### src/rtl/fetch_stage.sv
// Instruction-fetch stage: owns the PC, drives the cache word address,
// buffers fetched instructions in a 2-entry FIFO and handles branch
// redirects (including redirects that land during a line fill) and HALT.
module fetch_stage #(
    parameter logic [15:0] RESET_PC    = 16'h0000,
    parameter logic [3:0]  HALT_OPCODE = 4'hF
) (
    input  logic        clk,
    input  logic        rst_n,
    output logic [15:0] i_addr,
    input  logic [15:0] instr,
    input  logic        instr_rdy,
    input  logic        stall,
    input  logic        redirect,
    input  logic [15:0] redirect_pc,
    output logic [15:0] if_instr,
    output logic [15:0] if_pc,
    output logic [15:0] if_pc_plus1,
    output logic        if_valid,
    output logic        halted
);

    typedef enum logic [1:0] {
        RUN,
        REDIR_WAIT,
        HALTED
    } state_t;

    state_t      state;
    logic [15:0] pc;
    logic [15:0] redir_tgt;

    // Slot 0 is always the head; slot 1 holds the younger entry.
    logic [15:0] q_instr [2];
    logic [15:0] q_pc    [2];
    logic [1:0]  count;

    logic halt_seen;
    logic redir_pend;
    logic pop;
    logic push;
    logic push_halt;

    // HALTED and REDIR_WAIT are mutually exclusive, so both flags live
    // in the state register rather than in separate flops.
    assign halt_seen  = (state == HALTED);
    assign redir_pend = (state == REDIR_WAIT);

    assign pop       = (count != 2'd0) && !stall && !redirect;
    assign push      = instr_rdy && !halt_seen && !redir_pend && !redirect &&
                       ((count != 2'd2) || pop);
    assign push_halt = push && (instr[15:12] == HALT_OPCODE);

    // PC, pending redirect target and fetch state machine.
    always_ff @(posedge clk) begin
        if (!rst_n) begin
            state     <= RUN;
            pc        <= RESET_PC;
            redir_tgt <= '0;
        end else if (redirect) begin
            if (instr_rdy) begin
                pc    <= redirect_pc;
                state <= RUN;
            end else begin
                // Miss in flight: i_addr must hold until the fill returns.
                redir_tgt <= redirect_pc;
                state     <= REDIR_WAIT;
            end
        end else begin
            case (state)
                RUN: begin
                    if (push) begin
                        pc <= pc + 16'd1;
                        if (push_halt) begin
                            state <= HALTED;
                        end
                    end
                end
                REDIR_WAIT: begin
                    // Fill for the stale address completes; drop it and retarget.
                    if (instr_rdy) begin
                        pc    <= redir_tgt;
                        state <= RUN;
                    end
                end
                HALTED: begin
                    state <= HALTED;
                end
                default: begin
                    state <= RUN;
                end
            endcase
        end
    end

    // Two-entry instruction FIFO; redirect flushes and cancels any pop.
    always_ff @(posedge clk) begin
        if (!rst_n) begin
            count <= '0;
        end else if (redirect) begin
            count <= '0;
        end else begin
            case ({push, pop})
                2'b10: begin
                    q_instr[count[0]] <= instr;
                    q_pc[count[0]]    <= pc;
                    count             <= count + 2'd1;
                end
                2'b01: begin
                    q_instr[0] <= q_instr[1];
                    q_pc[0]    <= q_pc[1];
                    count      <= count - 2'd1;
                end
                2'b11: begin
                    if (count == 2'd1) begin
                        q_instr[0] <= instr;
                        q_pc[0]    <= pc;
                    end else begin
                        q_instr[0] <= q_instr[1];
                        q_pc[0]    <= q_pc[1];
                        q_instr[1] <= instr;
                        q_pc[1]    <= pc;
                    end
                end
                default: begin
                    count <= count;
                end
            endcase
        end
    end

    // Outputs are decoded from registers only; payload is zeroed when invalid.
    always_comb begin
        i_addr      = pc;
        if_valid    = (count != 2'd0);
        halted      = halt_seen && (count == 2'd0) && !redir_pend;
        if_instr    = '0;
        if_pc       = '0;
        if_pc_plus1 = '0;
        if (if_valid) begin
            if_instr    = q_instr[0];
            if_pc       = q_pc[0];
            if_pc_plus1 = q_pc[0] + 16'd1;
        end
    end

endmodule

### config.mk
export PLATFORM = sky130hd
export DESIGN_NAME = fetch_stage
export DESIGN_NICKNAME = d
export VERILOG_FILES = /design/src/rtl/fetch_stage.sv
export SDC_FILE = /design/constraint.sdc
export NUM_CORES = 1
export LEC_CHECK = 0
export CORE_MARGIN = 10
export CORE_UTILIZATION = 40
export CTS_CLUSTER_SIZE = 24
export DETAILED_ROUTE_END_ITERATION = 10
export DONT_BUFFER_PORTS = 1
export MAX_ROUTING_LAYER = met4
export SLEW_MARGIN = 15
export SYNTH_ARGS = -nofsm -noshare
export SYNTH_HDL_FRONTEND = slang
export SYNTH_SLANG_ARGS = --single-unit
export TNS_END_PERCENT = 100
### constraint.sdc
create_clock -name clk -period 4.1 [get_ports clk]
set_input_delay 0.82 -clock clk [delete_from_list [all_inputs] [get_ports clk]]
set_output_delay 0.82 -clock clk [all_outputs]
set_load 0.1 [all_outputs]
# After elaboration in Yosys (flattened, before gate mapping)

Memories as Yosys holds them, arrays and structs flattened.
Cells that the tools add are included.

Word-level logic and storage cells: 97
Memories kept: 2
Register bits after elaboration: 36
Output and inout port bits: 66
Input bits: 37
RAM bits: 64

Memory list:

| name    | depth | bits a word | read ports | clocked after Yosys merged registers in | write ports | line | text |
|---|---|---|---|---|---|---|---|
| q_instr | 2     | 16          | 2          | 0                                       | 2           | 34   | `logic [15:0] q_instr [2];` |
| q_pc    | 2     | 16          | 2          | 0                                       | 2           | 35   | `logic [15:0] q_pc [2];` |

Bitwise gates (word level): 6
Multiplexer cells: 43
$add $sub $neg: 4
Reductions and logical operators: 25
Equality and inequality tests: 13

Operators by type and width:

| kind                  | number |
|---|---|
| $mux 16               | 13 |
| $add 16x1->16 const B | 2 |
| $pmux 16 s2           | 1 |
| $reduce_or 16->1      | 2 |
| $mux 1                | 23 |
| $logic_and 1x1->1     | 9 |
| $ne 3x3->1 const B    | 3 |
| $mux 2                | 4 |
| $eq 2x1->1 const B    | 3 |
| $eq 2x2->1 const B    | 3 |
| $ne 2x2->1 const B    | 3 |
| $pmux 2 s3            | 1 |
| $eq 4x4->1 const B    | 1 |
| $logic_not 1->1       | 4 |
| $logic_not 2->1       | 2 |
| $or 1x1->1            | 4 |
| $pmux 2 s2            | 1 |
| $reduce_and 4->1      | 1 |
| $reduce_bool 2->1     | 2 |
| $reduce_and 3->1      | 1 |
| $reduce_bool 3->1     | 1 |
| $add 2x1->2 const B   | 1 |
| $not 1->1             | 2 |
| $reduce_and 2->1      | 1 |
| other kinds (3)       | 3 |

# Logic depth before layout (Yosys ltp)

Gate-level depths: netlist (run 1).

Depth in word-level cells: 15
Depth in mapped cells: 8
Depth with buffers taken out: 7

# Worst setup path after synthesis (run 1)

Ideal clock, no wire load.

Path kind: register -> output
Start: register count[0]
End: output halted
Data arrival time: 3.887 ns
Slack: -0.607 ns
Path buffers: 2
Data required time: 3.280 ns
Cell stages (with the launch flop): 7
Cell sequence: dfxtp_1 inv_1 ha_1 clkbuf_1 buf_1 inv_1 nor3_1

Longest elaborated chain between the ends: 3

Ends and longest elaborated chain:

| item                            | line | text |
|---|---|---|
| from (decl)                     | 36   | `logic [1:0] count;` |
| from (signal assigned)          | 107  | `count <= count + 2'd1;` |
| from (signal assigned)          | 112  | `count <= count - 2'd1;` |
| from (signal assigned)          | 126  | `count <= count;` |
| $logic_not 2->1                 | 136  | `halted = halt_seen && (count == 2'd0) && !redir_pend;` |
| $logic_and 1x1->1 (2 in series) | 136  |  |
| to (decl)                       | 20   | `output logic halted` |

No other way between the ends.

# Worst setup path after layout (run 1)

Start: register count[0]
End: output if_pc_plus1[14]

Longest elaborated chain between the ends: 2

Ends and longest elaborated chain:

| item              | line | text |
|---|---|---|
| $reduce_bool 2->1 | 135  | `if_valid = (count != 2'd0);` |
| $mux 16           | 140  | `if (if_valid) begin` |
| to (decl)         | 18   | `output logic [15:0] if_pc_plus1,` |

No other way between the ends.

==> out/results.tsv, run 1 <==
stage	metric	value	unit
clocking	clockBufferDepth	2	
synthesis	yosysSeqAreaShare	0.5264	
sta	layout_setup_ws	0.8094	ns
power_and_ir_drop	p_sw_frac	0.3067	
synthesis	synth-seq-cells	100	
floorplan	rows	40	
power_and_ir_drop	sequentialPowerShare	0.453	
sta	finalSetupTns	0	ns
clocking	cts_tree	done	
setup_path	endpoint_kind	primary output	
final_layout	syn_to_final_growth	20.19	%
sta	period_share	0.8026	
drt	dr_total_vias	3623	
floorplan	coreArea	0.01216	mm2
synthesis	synthArstFlopShare	0	
global_routing	antenna_found_initial	0	
power_and_ir_drop	leakagePower	2.240	nW
synthesis	synth_ff_type	edfxtp_1	
setup_path	crit_type	register to primary output	
place	hpwl	8736	um
job	drv_cap	0	
hold_path	whs_path_depth	2	
setup_path	critPathLaunchType	register	
drt	wirelength	12190	um
final_layout	regArea	0.002643	mm2
setup_path	worst_r2r_path_depth	8	
clocking	post_cts_buffers	0	
final_layout	nFillCells	1096	
floorplan	die_w	132.0	um
power_and_ir_drop	ir_drop	0.2443	mV
drt	drc	0	
synthesis	synth.distinct_cells	47	
setup_path	required	3.28	ns
place	port_buffers	0	
sta	setup_violations	0	
power_and_ir_drop	comb_power_share	0.186	
hold_path	hp-class	register to register	
synthesis	syn_nets	512	
sta	clock_skew	0.008294	ns
setup_path	r2r-end	q_pc[1][10]	
place	dp.cells	674	
clocking	cts_buffers	9	
drt	wl_per_cell	17.67	um
global_routing	grt_max_degree	33	
global_routing	grt_overflow	0	
clocking	cts_resized	0	
drt	antenna_left	0	
synthesis	syn_area_per_cell	10.68	um2
place	routabilityCongestion	0.8351	
sta	worst_slew_margin_rel	0.1978	
sta	finalCriticalPeriod	3.291	ns
drt	drt_first_pass_iters	5	
floorplan	dieArea	0.01743	mm2
synthesis	synthCells	470	
setup_path	cp_slowest_cell	a21o_1	
floorplan	pin_count	103	
setup_path	crit_fanout	26	
clocking	ctsHoldBuffers	0	
global_routing	grt_pass1_wl	19290	um
sta	worstMarginPinSlew	1.202	ns
final_layout	drive_gt1_frac	0.3238	
hold_path	min-delay-start	redir_tgt[2]	
status	outcome	finished clean	
synthesis	ys_warn_count	0	
clocking	htree_levels	3	
global_routing	gr-usage-all-layers	0.1407	
sta	hold_viol	0	
final_layout	fin_nets	559	
drt	vias_per_cell	5.251	
setup_path	worstPathCellList	inv_1 -> ha_2 -> nor2b_2 -> buf_4 -> a21o_1	
final_layout	n_antenna_cell	0	
clocking	cts.sinks	100	
floorplan	start_util	0.4128	
setup_path	reg2reg_setup_slack	1.40	ns
sta	rsz0062_at_grt	false	
synthesis	synth_area	0.005020	mm2
global_routing	grt_pass1_vias	3452	
sta	maxSlewViolCount	0	
clocking	cts_root_buffer	clkbuf_16	
power_and_ir_drop	powerDensity	422.3	mW/mm2
final_layout	multi_input_area	0.002349	mm2
sta	max_freq	303.9	MHz
drt	drt_iter0_drc	276	
setup_path	slowest_delay	0.74	ns
floorplan	die_h	132.0	um
setup_path	r2r_start	count[0]	
final_layout	fin_cells	690	
power_and_ir_drop	pwr-share-clk	0.360	
hold_path	hold_end	redir_tgt[2]	
power_and_ir_drop	p_sw	781.2	uW
clocking	clk_latency	0.35	ns
synthesis	synth_edf_count	64	
clocking	clk_pin_slew_worst_paths	0.07	ns
setup_path	arrival	2.47	ns
power_and_ir_drop	internal-power	1.766	mW
place	dp_slack	1.167	ns
[flip-flops by register name (all words and copies together), names as in the netlist]
| name | cells |
|---|---|
| q_instr | 32 |
| q_pc | 32 |
| i_addr | 16 |
| redir_tgt | 16 |
| count | 2 |
| state | 2 |
[through the flow]
step / hold WS [ns] / total power, mW / area, um2 / util
finish: 0.4530 / 2.548 / 6033 / 0.4961
floorplan: 0.4319 / 1.555 / 5025 / -
detailed placement: 0.4464 / 1.655 / 5705 / 0.4691
global route: 0.4728 / 2.640 / 6033 / 0.4961
global placement: 0.4397 / 1.648 / 5705 / 0.4691
CTS: 0.4556 / 2.574 / 6031 / 0.4959
[area by class of cell]
| type | count | share of cell area |
|---|---|---|
| clock buffer | 9 | 0.03733 |
| sequential | 100 | 0.4380 |
| tap | 168 | 0.03484 |
| inverter | 9 | 0.005599 |
| clock inverter | 7 | 0.01659 |
| multi-input combinational | 334 | 0.3893 |
| timing repair buffer | 63 | 0.07839 |
[synth_stat cells (3+ instances only)]
cell	count	share of area
a211oi_1	10	0.015
a21oi_1	38	0.038
a31oi_1	5	0.0062
and3_1	5	0.0062
and4_1	5	0.0087
buf_2	10	0.010
buf_6	4	0.0090
clkbuf_1	12	0.0090
dfxtp_1	36	0.14
edfxtp_1	64	0.38
ha_1	5	0.012
inv_1	8	0.0060
mux2_4	30	0.090
nand2_1	66	0.049
nand2b_1	3	0.0037
nand3_1	12	0.012
nand4_1	9	0.011
nor2_1	31	0.023
nor2b_1	33	0.041
nor3_1	11	0.011
o211ai_1	7	0.010
o21ai_0	15	0.015
o22ai_1	3	0.0037
or3_1	3	0.0037
xnor2_1	6	0.010
xor2_1	11	0.019
[logic make-up after synthesis]
family / count (synthesis) / share of synthesized area
compound gates: 94 / 0.1176
xor+xnor: 17 / 0.02966
fa+ha+maj: 5 / 0.01246
buf+inv: 36 / 0.03539
flops: 100 / 0.5264
mux: 32 / 0.09422
simple gates: 186 / 0.1842
[layout by cell type (no fill, tap or decap), types with 2 or more instances in the layout]
cell         n
o21ai_0     15
and3_1       5
nand2b_1     3
o41ai_1      2
nand2_1     66
mux2_2       2
clkbuf_16    9
a211oi_1    10
buf_4       63
and4_1       5
mux2_4      30
nor2_1      18
nor2_2      13
xor2_1      11
nor3_1      10
a21o_1       2
or3_1        3
a211o_1      2
a21oi_4      2
nand4_1      9
bufinv_16    2
o22ai_1      3
o211ai_1     7
a21oi_1     34
and2_1       2
a21oi_2      3
nor3_2       2
dfxtp_1     36
a31oi_1      5
edfxtp_1    64
nand3_1     12
nor2b_2     32
inv_1        8
clkinvlp_4   2
ha_1         4
a32oi_1      2
xnor2_1      6
[power groups by stage]
stage / sequential, mW / clock (mW) / combinational [mW]
floorplan: 1.24 / 0 / 0.312
global placement: 1.18 / 0 / 0.472
detailed placement: 1.18 / 0 / 0.478
CTS: 1.15 / 0.940 / 0.478
global route: 1.16 / 0.980 / 0.501
finish: 1.15 / 0.918 / 0.475
[worst max-delay path: cells and delay by family (launching register included)]
family                     cells  cell delay, ns
AOI/OAI and AO/OA              1            0.74
adders and majority gates      1            0.42
buffers and inverters          2            0.41
DFF                            1            0.36
and+or+nand+nor                1            0.18
[routing by layer]
| metal | wire length [um] | track usage |
|---|---|---|
| met5 | 0 | - |
| met2 | 5631 | 0.2092 |
| met4 | 217 | 0.05748 |
| met3 | 1058 | 0.04954 |
| met1 | 5286 | 0.1700 |
[worst max path at each step]
stage	startpoint	to	slack [ns]
floorplan	count[0]	halted	0.26
global placement	q_pc[0][0]	if_pc_plus1[14]	1.21
detailed placement	count[0]	if_pc_plus1[14]	1.17
CTS	count[0]	if_pc_plus1[14]	0.78
global route	q_pc[0][0]	if_pc_plus1[14]	0.62
finish	count[0]	if_pc_plus1[14]	0.81
Power figures use the tool's default switching activity.
==> run 2, diff against run 1 <==
Clock period 4.1 ns to 3.1 ns, I/O delays scaled along.
==> run 2 against run 1 <==
  * Sequential share of layout area down 0.57 points
  * Global-route usage up 0.20 points
  * Die area unchanged
  * Routed wire length up 0.66%
  * Clock skew down 0.0014 ns
  * Cell area up 1.3%
  * Via count up 2.3%
  * Sequential cell count unchanged
==> out/results.tsv, run 2 (same netlist as run 1, synthesis figures left out) <==
stage	metric	value	unit
drt	drc	0	
clocking	htree_levels	3	
global_routing	grt_pass1_vias	3564	
final_layout	final_cell_mix	buf_4, nand2_1, edfxtp_1	
setup_path	worstPathCellList	ha_1 -> nand2_1 -> nor3_1 -> nand3_1 -> xor2_1 -> nor2_2 -> buf_4	
sta	clock_skew	0.006851	ns
place	hpwl	8865	um
sta	whs	0.3406	ns
sta	worstMarginPinSlew	0.7334	ns
final_layout	final_common_cell	buf_4	
setup_path	cp_slowest_cell	nor3_1	
clocking	clockBufferDepth	2	
drt	vias_per_cell	5.297	
clocking	clk_latency	0.35	ns
sta	finalSetupTns	0	ns
clocking	cts_buffers	9	
job	drv_cap	0	
floorplan	dieArea	0.01743	mm2
drt	drt_first_pass_iters	4	
floorplan	die_h	132.0	um
clocking	post_cts_buffers	0	
setup_path	endpoint_kind	primary output	
clocking	cts.sinks	100	
floorplan	start_util	0.4128	
setup_path	required	2.48	ns
place	dp_slack	0.6047	ns
sta	period_share	0.9100	
place	routabilityCongestion	0.8245	
drt	wirelength	12270	um
clocking	cts_root_buffer	clkbuf_16	
power_and_ir_drop	ir_drop	0.3517	mV
global_routing	antenna_found_initial	0	
drt	antenna_left	0	
drt	wl_per_cell	17.53	um
place	port_buffers	0	
sta	layout_setup_ws	0.2789	ns
global_routing	grt_pass1_wl	19680	um
final_layout	fin_nets	569	
sta	rsz0062_at_grt	false	
floorplan	coreArea	0.01216	mm2
setup_path	reg2reg_setup_slack	0.73	ns
floorplan	die_w	132.0	um
global_routing	grt_overflow	0	
clocking	ctsHoldBuffers	0	
setup_path	crit_type	register to primary output	
status	outcome	finished clean	
drt	drt_iter0_drc	277	
setup_path	crit_fanout	4	
final_layout	syn_to_final_growth	21.78	%
global_routing	grt_max_degree	49	
sta	max_freq	354.5	MHz
floorplan	rows	40	
clocking	cts_tree	done	
setup_path	critPathLaunchType	register	
setup_path	slowest_delay	0.43	ns
global_routing	gr-usage-all-layers	0.1426	
power_and_ir_drop	powerDensity	538.3	mW/mm2
drt	dr_total_vias	3708	
final_layout	n_antenna_cell	0	
setup_path	cp_top_family	simple AND/OR/NAND/NOR gates	
sta	setup_violations	0	
final_layout	reg_top3	q_instr x32, q_pc x32	
sta	maxSlewViolCount	0	
final_layout	drive_gt1_frac	0.3308	
power_and_ir_drop	leakagePower	2.298	nW
clocking	cts_resized	0	
sta	hold_viol	0	
setup_path	cp.buffers_inverters	1	
setup_path	arrival	2.20	ns
sta	finalCriticalPeriod	2.821	ns
sta	worst_slew_margin_rel	0.5111	
hold_path	hp-class	input pin to register	
clocking	clk_pin_slew_worst_paths	0.07	ns
floorplan	pin_count	103	
run 2: cell count changes in the layout (fill, tap and decap cells not counted), moves of 2 or more:
cell        delta
buf_4          +7
buf_12         +3
clkbuf_1       +2
clkinvlp_4     -2
run 2: final timing paths:
path,start,end,cells past startpoint
worst max-delay path,q_pc[0][0],if_pc_plus1[10],7
worst min-delay path,instr_rdy,state[0],1
worst max register to register,count[0],q_pc[0][13],5
worst min register to register,redir_tgt[5],redir_tgt[5],2
run 2: power by group:
part	leakage, nW	internal, mW	switching, mW
clock	0.147	0.647	0.475
combinational	1.28	0.173	0.496
sequential	0.875	1.46	0.0373
total	2.30	2.28	1.01
run 2: worst reg2reg max path: stages (launching register included):
cell     delay [ns]
dfxtp_1        0.35
inv_1          0.10
ha_2           0.25
nor3_2         0.36
nand3_4        0.55
mux2_4         0.51
run 2: cell type report:
cell class,instances,area [um2]
sequential,100,2643
tap,168,210.2
clock buffer,12,246.5
fill,1089,6048
clock inverter,4,48.80
inverter,9,33.78
timing repair buffer,73,585.6
multi-input combinational,334,2346
run 2: per-layer routing:
layer  share of wire  GRT usage
met1            0.44     0.1689
met2            0.46     0.2159
met3           0.079    0.05259
met4           0.018    0.05562
met5               0          -
run 2: stage by stage:
| step | utilization | instances | power, mW | cell area [um2] |
|---|---|---|---|---|
| 6_report | 0.5027 | 700 | 3.291 | 6113 |
| 5_1_grt | 0.5027 | 700 | 3.415 | 6113 |
| 4_1_cts | 0.5027 | 700 | 3.326 | 6113 |
| 3_5_place_dp | 0.4784 | 684 | 2.202 | 5818 |
| 3_3_place_gp | 0.4784 | 684 | 2.192 | 5818 |
| 2_1_floorplan | - | 470 | 2.058 | 5042 |
==> run 3, diff against run 2 <==
Settings changed: ABC_CLOCK_PERIOD_IN_PS set to 3100, SKIP_CTS_REPAIR_TIMING set to 1.
==> results of run 3 <==
The final DEF is identical to that of run 2; final timing and power are the same.
